### src/rtl/bf16_pkg.sv
// ---------------------------------------------------------------------------
// bf16_pkg
// Shared constants for the BF16 multiplier scheduling slice.
//   BF16_W        width of one BF16 word
//   BF16_QNAN     canonical quiet NaN
//   BF16_ONE      1.0
//   BF16_DEF_LAT  default latency of the shared pipelined multiplier
// ---------------------------------------------------------------------------
package bf16_pkg;

    localparam int BF16_W = 16;
    localparam logic [BF16_W-1:0] BF16_QNAN = 16'h7FC0;
    localparam logic [BF16_W-1:0] BF16_ONE = 16'h3F80;
    localparam int BF16_DEF_LAT = 3;

endpackage

### src/rtl/bf16_rr_arbiter.sv
// ---------------------------------------------------------------------------
// bf16_rr_arbiter
// Round-robin arbiter. The search starts at rr_ptr and walks upward modulo
// N. After a grant to g the pointer moves to g+1 so g becomes lowest priority.
// Ports:
//   clk, rst_n   clock, asynchronous active-low reset
//   req [N]      request vector
//   en           grant enable (no grant when low)
//   gnt [N]      one-hot grant, combinational
//   gnt_id       binary index of the granted requester (0 when no grant)
// ---------------------------------------------------------------------------
module bf16_rr_arbiter
    import bf16_pkg::*;
#(
    parameter int N = 4,
    localparam int ID_W = $clog2(N)
) (
    input  logic            clk,
    input  logic            rst_n,
    input  logic [N-1:0]    req,
    input  logic            en,
    output logic [N-1:0]    gnt,
    output logic [ID_W-1:0] gnt_id
);

    localparam logic [ID_W:0] N_W = (ID_W+1)'(N);

    logic [ID_W-1:0] rr_ptr;
    logic [ID_W:0]   idx;
    logic            found;

    // Priority search from rr_ptr. The index carries one extra bit so the
    // modulo-N wrap works for requester counts that are not powers of two.
    always_comb begin
        gnt    = '0;
        gnt_id = '0;
        found  = 1'b0;
        idx    = '0;
        for (int k = 0; k < N; k++) begin
            idx = {1'b0, rr_ptr} + (ID_W+1)'(k);
            if (idx >= N_W) begin
                idx = idx - N_W;
            end
            if (en && !found && req[idx[ID_W-1:0]]) begin
                found  = 1'b1;
                gnt_id = idx[ID_W-1:0];
            end
        end
        if (found) begin
            gnt = N'(1) << gnt_id;
        end
    end

    // Pointer advances past the winner; idle cycles leave it untouched.
    always_ff @(posedge clk or negedge rst_n) begin
        if (!rst_n) begin
            rr_ptr <= '0;
        end else if (found) begin
            rr_ptr <= (gnt_id == ID_W'(N-1)) ? '0 : gnt_id + 1'b1;
        end
    end

endmodule

### src/rtl/bf16mult_rr_sched.sv
// ---------------------------------------------------------------------------
// bf16mult_rr_sched
// Shares one fixed-latency pipelined BF16 multiplier among NUM_REQ
// requesters. At most one operand pair is issued per cycle; the requester ID
// rides a tag pipe alongside the multiplier so every result comes back
// labelled with its owner.
// Ports:
//   clk, rst_n        clock, asynchronous active-low reset
//   issue_en          gate for new grants (in-flight work still drains)
//   req_valid/ready   per-requester handshake, ready is one-hot combinational
//   req_a, req_b      packed operands, requester i at [16i+15:16i]
//   mul_a, mul_b      registered operands to the multiplier
//   mul_valid_in      registered issue strobe
//   mul_result        multiplier result
//   mul_valid_out     multiplier result strobe
//   rsp_valid/id/result  tagged response, no backpressure
//   tag_err           sticky: multiplier strobe disagreed with the tag pipe
// Optional (macro BF16SCHED_PERF_EN):
//   cnt_clr           synchronous clear of the grant counters
//   grant_cnt         per-requester 32-bit grant counters, requester i at
//                     [32i+31:32i]
// ---------------------------------------------------------------------------
module bf16mult_rr_sched
    import bf16_pkg::*;
#(
    parameter int NUM_REQ = 4,
    parameter int MULT_LAT = BF16_DEF_LAT,
    localparam int ID_W = $clog2(NUM_REQ)
) (
    input  logic                      clk,
    input  logic                      rst_n,
    input  logic                      issue_en,
    input  logic [NUM_REQ-1:0]        req_valid,
    output logic [NUM_REQ-1:0]        req_ready,
    input  logic [BF16_W*NUM_REQ-1:0] req_a,
    input  logic [BF16_W*NUM_REQ-1:0] req_b,
    output logic [BF16_W-1:0]         mul_a,
    output logic [BF16_W-1:0]         mul_b,
    output logic                      mul_valid_in,
    input  logic [BF16_W-1:0]         mul_result,
    input  logic                      mul_valid_out,
    output logic                      rsp_valid,
    output logic [ID_W-1:0]           rsp_id,
    output logic [BF16_W-1:0]         rsp_result,
    output logic                      tag_err
`ifdef BF16SCHED_PERF_EN
    ,
    input  logic                      cnt_clr,
    output logic [32*NUM_REQ-1:0]     grant_cnt
`endif
);

    logic [NUM_REQ-1:0]          gnt;
    logic [ID_W-1:0]             gnt_id;
    logic                        transfer;
    logic [MULT_LAT:0]           tag_vld;
    logic [MULT_LAT:0][ID_W-1:0] tag_id;

    bf16_rr_arbiter #(
        .N (NUM_REQ)
    ) u_arb (
        .clk    (clk),
        .rst_n  (rst_n),
        .req    (req_valid),
        .en     (issue_en),
        .gnt    (gnt),
        .gnt_id (gnt_id)
    );

    // A grant is only ever given to a valid requester, so any grant is a
    // transfer.
    assign req_ready = gnt;
    assign transfer  = |gnt;

    // Operand register in front of the multiplier; operands hold when idle.
    always_ff @(posedge clk or negedge rst_n) begin
        if (!rst_n) begin
            mul_valid_in <= 1'b0;
            mul_a        <= '0;
            mul_b        <= '0;
        end else begin
            mul_valid_in <= transfer;
            if (transfer) begin
                mul_a <= req_a[BF16_W*gnt_id +: BF16_W];
                mul_b <= req_b[BF16_W*gnt_id +: BF16_W];
            end
        end
    end

    // Tag pipe. Stage 0 is loaded together with the operand register; the
    // following MULT_LAT stages track the multiplier's internal stages, so
    // the last stage lines up with mul_valid_out.
    always_ff @(posedge clk or negedge rst_n) begin
        if (!rst_n) begin
            tag_vld <= '0;
            tag_id  <= '0;
        end else begin
            tag_vld[0] <= transfer;
            tag_id[0]  <= gnt_id;
            for (int s = 1; s <= MULT_LAT; s++) begin
                tag_vld[s] <= tag_vld[s-1];
                tag_id[s]  <= tag_id[s-1];
            end
        end
    end

    // Sticky alignment check between the multiplier strobe and the tag pipe.
    always_ff @(posedge clk or negedge rst_n) begin
        if (!rst_n) begin
            tag_err <= 1'b0;
        end else if (mul_valid_out != tag_vld[MULT_LAT]) begin
            tag_err <= 1'b1;
        end
    end

    assign rsp_valid  = mul_valid_out;
    assign rsp_result = mul_result;
    assign rsp_id     = tag_id[MULT_LAT];

`ifdef BF16SCHED_PERF_EN
    logic [NUM_REQ-1:0][31:0] cnt;

    // Clear wins over a same-cycle grant; counters wrap naturally at 2^32.
    always_ff @(posedge clk or negedge rst_n) begin
        if (!rst_n) begin
            cnt <= '0;
        end else if (cnt_clr) begin
            cnt <= '0;
        end else begin
            for (int i = 0; i < NUM_REQ; i++) begin
                if (gnt[i]) begin
                    cnt[i] <= cnt[i] + 32'd1;
                end
            end
        end
    end

    assign grant_cnt = cnt;
`endif

endmodule

### config.mk
export PLATFORM = sky130hd
export DESIGN_NAME = bf16mult_rr_sched
export DESIGN_NICKNAME = d
export VERILOG_FILES = /design/src/rtl/bf16_pkg.sv /design/src/rtl/bf16_rr_arbiter.sv /design/src/rtl/bf16mult_rr_sched.sv
export SDC_FILE = /design/constraint.sdc
export NUM_CORES = 1
export LEC_CHECK = 0
export BUFFER_PORTS_ARGS = -buffer_cell sky130_fd_sc_hd__buf_2
export CAP_MARGIN = 10
export CORE_MARGIN = 2
export CORE_UTILIZATION = 45
export DETAILED_ROUTE_END_ITERATION = 10
export PLACE_DENSITY = 0.85
export SYNTH_ARGS = -nofsm -noshare
export SYNTH_HDL_FRONTEND = slang
export SYNTH_SLANG_ARGS = --single-unit
### constraint.sdc
create_clock -name clk -period 7.1 [get_ports clk]
set_input_delay 0.355 -clock clk [delete_from_list [all_inputs] [get_ports clk]]
set_output_delay 0.355 -clock clk [all_outputs]
set_load 0.005 [all_outputs]
# Word-level counts from Yosys, hierarchy flattened
# Cells that the tools add are included.
[op_classes] order_cmp=8 shift=3 n_eq_ne=2 add_sub_neg=8 muxes=22 reduce_logical=11
[ops] op="indexed part select 64 x 7 -> 16 bit" n=2
[ops] op="two-way mux 2 bit" n=9
[ops] op="less-than comparator 2 x 3 -> 1 bit (second input constant)" n=4
[ops] op=">= comparator 3 bit (second input constant)" n=3
[ops] op="binary-select mux 1 bit (select 2 bit)" n=4
[ops] op="two-way mux 1 bit" n=8
[ops] op="subtractor 2 x 1 -> 2 bit (second input constant)" n=4
[ops] op="logical AND 1 bit" n=7
[ops] op="adder 2 x 2 -> 3 bit (second input constant)" n=2
[ops] op="two-way mux 4 bit" n=1
[ops] op="OR reduction 4 bit" n=1
[ops] op="left shift 1 x 2 -> 4 bit (first input constant)" n=1
[ops] op="adder 2 x 1 -> 3 bit (second input constant)" n=1
[ops] op=">= comparator 2 x 3 -> 1 bit (second input constant)" n=1
[ops] op="zero test 1 bit" n=3
[ops] op="adder 2 x 1 -> 2 bit (second input constant)" n=1
[ops] op="equality test 2 bit (second input constant)" n=1
[ops] op="!= test 1 bit" n=1
[totals] word_cells=64 register_bits=48 output_inout_bits=57 in_bits=152

# Logic depth before layout (Yosys ltp)
# Gate-level depths: netlist (run 1).
[depth] word_depth=21 depth_mapped=12 ltp_nobuf=8

# Modules after synthesis
# Synthesis (run 1) repeated with hierarchy kept, for this count alone.
[hier_totals] cells_unflattened=193 hier_area_um2=2855.2
[modules_own_cells] mod="bf16mult_rr_sched" area_each_um2=2462.4 seq_area_each_um2=1126.1 cells_each=142 instances=1
[modules_own_cells] mod="bf16_rr_arbiter" area_each_um2=392.9 seq_area_each_um2=50.0 cells_each=51 instances=1

# Least setup slack after synthesis (run 1)
# No wires, ideal clock.
[synth_timing] kind="input -> register" from="in req_valid[0]" to="reg mul_a[10]" setup_time_ns=0.128 n_path_buf=3 setup_slack_ns=4.799 t_arrival_ns=2.173 path_stages=11 required_ns=6.972 path_cell_list="buf_2 mux4_2 o211ai_2 nand4_1 a31o_1 buf_6 inv_12 buf_12 mux2_1 nand2_1 a31oi_1"
[synth_between] elab_chain_len=19 word_cells_on_any_way=30 classes_between="2 x shift; 17 x mux; 11 x reduce/logical"
[synth_rtl] item="start: declaration" line="bf16mult_rr_sched.sv:33" source="input logic [NUM_REQ-1:0] req_valid,"
[synth_rtl] item="parallel branches: the longest is 19 deep, another holds binary-select mux 1 bit (select 2 bit)"
[synth_rtl] item="end signal: assignment" line="bf16mult_rr_sched.sv:84" source="mul_a <= req_a[BF16_W*gnt_id +: BF16_W];"
[synth_rtl] item="end: declaration" line="bf16mult_rr_sched.sv:37" source="output logic [BF16_W-1:0] mul_a,"
# Parallel ways; which one is timed is not known. The select of a mux whose other input is x is not followed.
# A chain may end at the register's enable or synchronous reset.

# Worst setup path after layout (run 1)
[layout_timing] from="reg u_arb.rr_ptr[1]" to="out req_ready[2]"
[layout_between] elab_chain_len=20 word_cells_on_any_way=43 classes_between="7 x add/sub; 4 x order compare; 1 x shift; 21 x mux; 10 x reduce/logical"
[layout_rtl] item="start: declaration" line="bf16_rr_arbiter.sv:28" source="logic [ID_W-1:0] rr_ptr;"
[layout_rtl] item="start signal: assignment" line="bf16_rr_arbiter.sv:59" source="rr_ptr <= (gnt_id == ID_W'(N-1)) ? '0 : gnt_id + 1'b1;"
[layout_rtl] item=">= comparator 2 x 3 -> 1 bit or subtractor 2 x 1 -> 2 bit (tied branches)" line="bf16_rr_arbiter.sv:41, bf16_rr_arbiter.sv:42"
[layout_rtl] item="two-way mux 2 bit" line="bf16_rr_arbiter.sv:41" source="if (idx >= N_W) begin"
[layout_rtl] item="binary-select mux 1 bit (select 2 bit)" line="bf16_rr_arbiter.sv:44" source="if (en && !found && req[idx[ID_W-1:0]]) begin"
[layout_rtl] item="two-way mux 1 bit (not written as such)" line="bf16_rr_arbiter.sv:44"
[layout_rtl] item="logical AND 1 bit" line="bf16_rr_arbiter.sv:44"
[layout_rtl] item="two-way mux 1 bit" line="bf16_rr_arbiter.sv:44"
[layout_rtl] item="zero test 1 bit" line="bf16_rr_arbiter.sv:44"
[layout_rtl] item="logical AND 1 bit (2 in a row)" line="bf16_rr_arbiter.sv:44"
[layout_rtl] item="two-way mux 1 bit" line="bf16_rr_arbiter.sv:44"
[layout_rtl] item="zero test 1 bit" line="bf16_rr_arbiter.sv:44"
[layout_rtl] item="logical AND 1 bit (2 in a row)" line="bf16_rr_arbiter.sv:44"
[layout_rtl] item="two-way mux 1 bit" line="bf16_rr_arbiter.sv:44"
[layout_rtl] item="zero test 1 bit" line="bf16_rr_arbiter.sv:44"
[layout_rtl] item="logical AND 1 bit (2 in a row)" line="bf16_rr_arbiter.sv:44"
[layout_rtl] item="two-way mux 2 bit" line="bf16_rr_arbiter.sv:44"
[layout_rtl] item="left shift 1 x 2 -> 4 bit" line="bf16_rr_arbiter.sv:50" source="gnt = N'(1) << gnt_id;"
[layout_rtl] item="two-way mux 4 bit (*)" line="bf16_rr_arbiter.sv:49" source="if (found) begin"
[layout_rtl] item="end: declaration" line="bf16mult_rr_sched.sv:34" source="output logic [NUM_REQ-1:0] req_ready,"
# Every way passes the cells marked *; elsewhere a longest branch is shown, timed or not. The select of a mux whose other input is x is not followed.

==> qor.csv, run 1 <==
metric;value;unit
largest net degree at the start of global routing;48;
clock sinks;47;
ys async rst share;100;%
hold buffers post-CTS;0;
First DRT Iteration DRCs;193;
Net Sw Power;0.551;mW
post-route non-filler standard cell count;557;
count leader, synth;dfrtp_1;
M2 GR Usage;38.4;%
Final Skew;0.00252;ns
Die W;86.4;µm
post-CTS setup buffers;0;
status;complete, no violations;
hold crit path type;in2async;
Setup WS pre-CTS;3.66;ns
FF+latch area;1180;µm²
top post-synthesis cells by area;dfrtp_1 39%, mux2_1 10%, a31oi_1 6.8%, a21oi_1 5.7%, buf_4 5.4%;
cell leakage power;1.84;nW
Final ANT Viol Nets;0;
clk root buf;clkbuf_8;
post-synthesis sequential area ratio;38.5;%
Initial Util;45.7;%
Tcrit/Tclk final;53.8;%
most frequent cells after synthesis;47 x dfrtp_1, 35 x a21oi_1, 35 x nand2_1, 35 x nor2_1, 33 x a31oi_1;
worst vdd ir;0.259;mV
Reg2Reg Setup Slack;3.74;ns
Antenna Cells;0;
vias per cell;5.57;
layout cells sized above 1;41.7;%
final core utilization;57.3;%
unrepaired setup endpoints after global routing;false;
clock share of power;15.0;%
TritonCTS buffer count;5;
actual slew at the worst max-slew pin;1.12;ns
nets;628;
first-pass GRT wire length;12.8;mm
Post-Syn Area;3050;µm²
Min Clock Period, post-route;3.82;ns
Critical Path End Type;primary output;
GRT Total Usage;21.2;%
Int Pwr;0.788;mW
post-CTS sizing;0;
data required time of the worst path;6.74;ns
Tot Pwr;1.34;mW
Primary FF master, synth;dfrtp_1;
syn nets;492;
clk_lat worst skew;0.30;ns
Routed wire per std cell;15.0;µm
clk buf depth;2;
gpl congestion;0.928;
Post-synth EDFFs;0;
max_slew headroom;25.6;%
Port Buffer Count;176;
cells after synthesis;340;
crit path DAT;3.47;ns
cell taking the most area after synthesis;dfrtp_1;
final worst slack;3.28;ns
Final Max Tran Viols;0;
power share of the sequential group;35.4;%
Worst R2R End;mul_a[9];
Post-route DRC;0;
number of global-route vias before repair;2817;
critical path class;reg2out;
PwrDens;350;nW/µm²
H-tree levels;2;
switching share of power;41.2;%
max-cap violations;0;
critical path launch point type;flop;
area of the multi-input gates;1500;µm²
Ys Warns;0;
area grow syn2layout;25.3;%
met3 Track Usage GR;4.10;%
Worst Reg-to-Reg Cells;7;
row count;30;
register clock-pin slew on the reported worst setup and hold paths;0.09;ns
Seq cells post-synth;47;
synth unique cells;43;
gr ovfl total;0;
GRT busiest layer;met2;
GR Layer Usage met1;25.4;%
worst r2r src;u_arb.rr_ptr[1];
Placed Cells;549;
core area;6680;µm²
via count;3105;
fill count;617;
mean post-synth cell area;8.98;µm²
initial antenna violation count;0;
FMAX;0.262;GHz
share of the synthesized area in the top cell type;38.5;%
die span in y;86.4;µm
CTS tree;done;
first drt pass iteration count;7;
DIE AREA;7460;µm²
CP Capture Point;req_ready[2];
Setup Viol. Count Final;0;
Fin Setup TNS;0;ns
crit path from;u_arb.rr_ptr[1];
Max FO, Critical Path;35;
IO Pins;209;
Hold Vio Cnt, Final;0;
post-DP HPWL;6.02;mm
Routed Wire Length;8.38;mm
Comb pwr share;49.6;%
## cells in the final DEF (no fill, tap or decap), types with 2 or more instances in the layout
| cell | n |
|---|---|
| nand4_1 | 2 |
| nor4b_1 | 2 |
| dfrtp_1 | 47 |
| inv_1 | 4 |
| clkbuf_8 | 5 |
| nand2b_1 | 2 |
| mux2i_1 | 4 |
| a31oi_1 | 33 |
| buf_4 | 2 |
| mux2_2 | 5 |
| nand2_1 | 35 |
| mux2_1 | 27 |
| nand3_1 | 32 |
| o31ai_4 | 2 |
| nor2b_1 | 3 |
| nor2_1 | 35 |
| buf_2 | 176 |
| o2111ai_1 | 2 |
| a21oi_1 | 35 |
## worst min-delay path by stage
stage / cells after the start / from / to
CTS: 1 / rst_n / u_arb.rr_ptr[0]
floorplan: 0 / rst_n / mul_a[0]
detailed placement: 0 / tag_id[3] / tag_id[5]
global placement: 0 / tag_id[1] / tag_id[3]
finish: 1 / rst_n / u_arb.rr_ptr[0]
global route: 3 / req_a[4] / mul_a[4]
## worst max-delay path: stages (launching register included)
cell,delay [ns]
dfrtp_1,0.70
mux4_2,0.65
o211ai_2,0.08
nand4_1,0.10
a31o_2,0.55
a21oi_4,0.82
buf_2,0.25
## power by group through the flow
| stage | logic, mW | registers [mW] | clock network [mW] |
|---|---|---|---|
| detailed placement | 0.665 | 0.479 | 0 |
| global placement | 0.645 | 0.472 | 0 |
| floorplan | 0.510 | 0.457 | 0 |
| finish | 0.664 | 0.474 | 0.201 |
| CTS | 0.667 | 0.474 | 0.208 |
| global route | 0.732 | 0.490 | 0.219 |
## routing by layer
layer	wire length [µm]	share of wire [%]
met4	154	1.8
met2	4240	51
met3	728	8.7
met5	0	0
met1	3250	39
## logic make-up (layout without fill, tap and decap cells)
logic type,count (synthesis),count (layout),share of synthesized area (%)
AO/OA/AOI/OAI,85,85,18.1
XOR/XNOR,1,1,0.287
buffers and inverters,55,192,12.5
flip-flops,47,47,38.5
multiplexers,37,37,13.8
AND/OR/NAND/NOR,115,115,16.7
## cell type report
cell class,instances,share of cell area [%]
Tap cell,80,2.62
Clock buffer,5,1.80
Timing Repair Buffer,178,23.4
Inverter,6,0.916
Clock inverter,3,1.21
Sequential cell,47,30.7
Multi-Input combinational cell,238,39.3
## registers in the layout, indices dropped and copies added (netlist names)
register	count
mul_a	16
mul_b	16
tag_id	6
tag_vld	4
rsp_id	2
u_arb.rr_ptr	2
tag_err	1
## through the flow
stage,hold slack (ns),cell area (µm²)
6_report,0.232,3830
5_1_grt,0.304,3830
4_1_cts,0.274,3830
3_5_place_dp,0.335,3710
3_3_place_gp,0.332,3710
2_1_floorplan,0.0594,3050
Power figures use the tool's default switching activity.
==> run 2: changes to the inputs <==
--- a/config.mk
+++ b/config.mk
@@ -5,12 +5,13 @@
 export SDC_FILE = /design/constraint.sdc
 export NUM_CORES = 1
 export LEC_CHECK = 0
+export ABC_AREA = 1
 export BUFFER_PORTS_ARGS = -buffer_cell sky130_fd_sc_hd__buf_2
 export CAP_MARGIN = 10
 export CORE_MARGIN = 2
-export CORE_UTILIZATION = 45
+export CORE_UTILIZATION = 41
 export DETAILED_ROUTE_END_ITERATION = 10
-export PLACE_DENSITY = 0.85
+export PLACE_DENSITY = 0.77
 export SYNTH_ARGS = -nofsm -noshare
 export SYNTH_HDL_FRONTEND = slang
 export SYNTH_SLANG_ARGS = --single-unit
==> constraint.sdc (replaced) <==
create_clock -name clk -period 3.4 [get_ports clk]
set_input_delay 0.17 -clock clk [delete_from_list [all_inputs] [get_ports clk]]
set_output_delay 0.17 -clock clk [all_outputs]
set_load 0.005 [all_outputs]
==> qor.csv, run 2 <==
metric;value;unit;change
max_slew headroom;28.7;%;+3.2 points
DP Area;4430;µm²;+19%
met2 WL;5.48;mm;+29%
Antenna Cells;0;;unchanged
synth unique cells;27;;-37%
PwrDens;1060;nW/µm²;+200%
clk_lat worst skew;0.30;ns;about the same
Ys Warns;0;;unchanged
Hold Vio Cnt, Final;0;;unchanged
GRT Total Usage;22.8;%;+1.6 points
unrepaired setup endpoints after global routing;false;;
cell leakage power;2.92;nW;+58%
ys async rst share;100;%;unchanged
Routed wire per std cell;13.6;µm;-9.8%
TritonCTS buffer count;5;;unchanged
FMAX;0.332;GHz;
register clock-pin slew on the reported worst setup and hold paths;0.09;ns;about the same
actual slew at the worst max-slew pin;1.07;ns;-0.0462 ns
first-pass GRT wire length;18.4;mm;+44%
initial antenna violation count;0;;unchanged
Primary FF master, synth;dfrtp_1;;
Max FO, Critical Path;32;;-8.6%
H-tree levels;2;;unchanged
Worst R2R End;mul_a[8];;
CP max stage cell;dfrtp_1;;
status;complete, no violations;;
largest net degree at the start of global routing;48;;unchanged
Die W;99.0;µm;+15%
Final Skew;0.00798;ns;+0.00545 ns
hold buffers post-CTS;0;;unchanged
max-cap violations;0;;unchanged
Setup WS pre-CTS;0.745;ns;-2.92 ns
clk root buf;clkbuf_8;;
top post-synthesis cells by area;dfrtp_1 32%, nand2_1 26%, nand3_1 18%, inv_1 7.5%, buf_4 6.3%;;
final non-filler cell area;4540;µm²;+19%
worst vdd ir;0.615;mV;+140%
Worst Reg-to-Reg Cells;15;;+8
Routed Wire Length;11.4;mm;+36%
cell taking the most area after synthesis;dfrtp_1;;
Critical Path End Type;primary output;;
Post-route DRC;0;;unchanged
Post-Syn Area;3700;µm²;+21%
critical path class;reg2out;;
Initial Util;42.4;%;-3.3 points
gr ovfl total;0;;unchanged
share of the synthesized area in the top cell type;31.8;%;-6.7 points
post-route non-filler standard cell count;842;;+51%
Placed Cells;834;;+52%
layout cells sized above 1;29.7;%;-12 points
core area;8720;µm²;+31%
clk buf depth;2;;unchanged
syn nets;749;;+52%
nets;885;;+41%
fill count;917;;+49%
worst r2r src;u_arb.rr_ptr[0];;
Post-synth EDFFs;0;;unchanged
number of global-route vias before repair;3926;;+39%
row count;34;;+13%
data required time of the worst path;3.23;ns;-3.51 ns
post-DP HPWL;8.29;mm;+38%
commonest non-fill, non-tap cell in the layout;nand2_1;;
first drt pass iteration count;5;;-2
clock sinks;47;;unchanged
cells after synthesis;597;;+76%
count leader, synth;nand2_1;;
Tcrit/Tclk final;88.5;%;
critical path's top delay family;simple AND/OR/NAND/NOR gates;;
critical-path cell list;inv_4 > nand2_1 > nand2_2 > nand2_1 > nand2_4 > nand4_4 > nor2_2 > nand2_2 > nand2_2 > buf_4 > inv_1 > nand2_1 > inv_1 > buf_2;;
post-synthesis sequential area ratio;31.8;%;-6.7 points
via count;4194;;+35%
die span in y;99.0;µm;+15%
First DRT Iteration DRCs;204;;+5.7%
Fin Hold WS;0.0573;ns;-0.174 ns
DIE AREA;9800;µm²;+31%
Min Clock Period, post-route;3.01;ns;
crit path DAT;2.84;ns;-0.63 ns
Setup Viol. Count Final;0;;unchanged
area grow syn2layout;22.8;%;
hold crit path type;in2async;;
Port Buffer Count;176;;unchanged
M1 WL;4.94;mm;+52%
IO Pins;209;;unchanged
vias per cell;4.98;;-11%
Fin Setup TNS;0;ns;unchanged
mean post-synth cell area;6.20;µm²;-31%
gpl congestion;0.961;;+3.5%
Final Max Tran Viols;0;;unchanged
post-CTS setup buffers;0;;unchanged
critical path launch point type;flop;;
most frequent cells after synthesis;252 x nand2_1, 132 x nand3_1, 74 x inv_1, 47 x dfrtp_1, 31 x buf_4;;
post-CTS sizing;0;;unchanged
DR WL met3;761;µm;+4.5%
most frequent cells in the layout;250 x nand2_1, 176 x buf_2, 132 x nand3_1;;
CP bufs+invs;5;;+4
Reg2Reg Setup Slack;0.73;ns;-3.01 ns
Largest regs;mul_a x16, mul_b x16, tag_id x6;;
critical path's largest stage delay;0.51;ns;-0.31 ns
Final ANT Viol Nets;0;;unchanged
Seq cells post-synth;47;;unchanged
CTS tree;done;;
final worst slack;0.391;ns;-2.89 ns
highest routing layer actually used;met4;;
## run 2: worst max-delay path by stage
stage | startpoint | end | slack, ns | cells after the start
4_1_cts | u_arb.rr_ptr[0] | req_ready[2] | 0.37 | 14
5_1_grt | u_arb.rr_ptr[0] | req_ready[2] | 0.13 | 14
3_3_place_gp | u_arb.rr_ptr[0] | mul_a[11] | 0.85 | 14
6_report | u_arb.rr_ptr[0] | req_ready[2] | 0.39 | 14
2_1_floorplan | u_arb.rr_ptr[0] | req_ready[0] | 1.48 | 13
3_5_place_dp | u_arb.rr_ptr[0] | req_ready[2] | 0.74 | 14
## run 2: metal layers
layer  track usage, %  vias up
met5                0        -
met4             6.95        0
met3             3.55       20
met2             39.3      184
met1             29.5     1898
li1                 -     2092
## run 2: area by class of cell
| class | count | area (µm²) | area share (%) |
|---|---|---|---|
| inverters | 80 | 305 | 6.72 |
| repair buffers | 184 | 953 | 21.0 |
| well taps | 108 | 135 | 2.97 |
| clock inverters | 3 | 47.5 | 1.05 |
| flip-flops and latches | 47 | 1180 | 25.9 |
| clock buffers | 5 | 68.8 | 1.51 |
| multi-input cells | 415 | 1860 | 40.9 |
## run 2: logic make-up after synthesis
| group | Yosys count | share of synthesized area (%) |
|---|---|---|
| buffers and inverters | 135 | 18.4 |
| AOI/OAI and AO/OA | 8 | 1.22 |
| and+or+nand+nor | 407 | 48.6 |
| DFF | 47 | 31.8 |
## run 2: where the power goes
| group | internal, mW | total [mW] | switching [mW] |
|---|---|---|---|
| registers | 0.861 | 1.03 | 0.169 |
| clock network | 0.223 | 0.428 | 0.205 |
| logic | 1.17 | 3.38 | 2.21 |
| total | 2.26 | 4.84 | 2.58 |
## run 2: through the flow
| step | power (mW) | utilization, % |
|---|---|---|
| after global routing | 5.36 | 52.1 |
| final | 4.84 | 52.1 |
| after CTS | 4.87 | 52.1 |
| after floorplan | 3.62 | - |
| after detailed placement | 4.43 | 50.8 |
| after global placement | 4.33 | 50.8 |
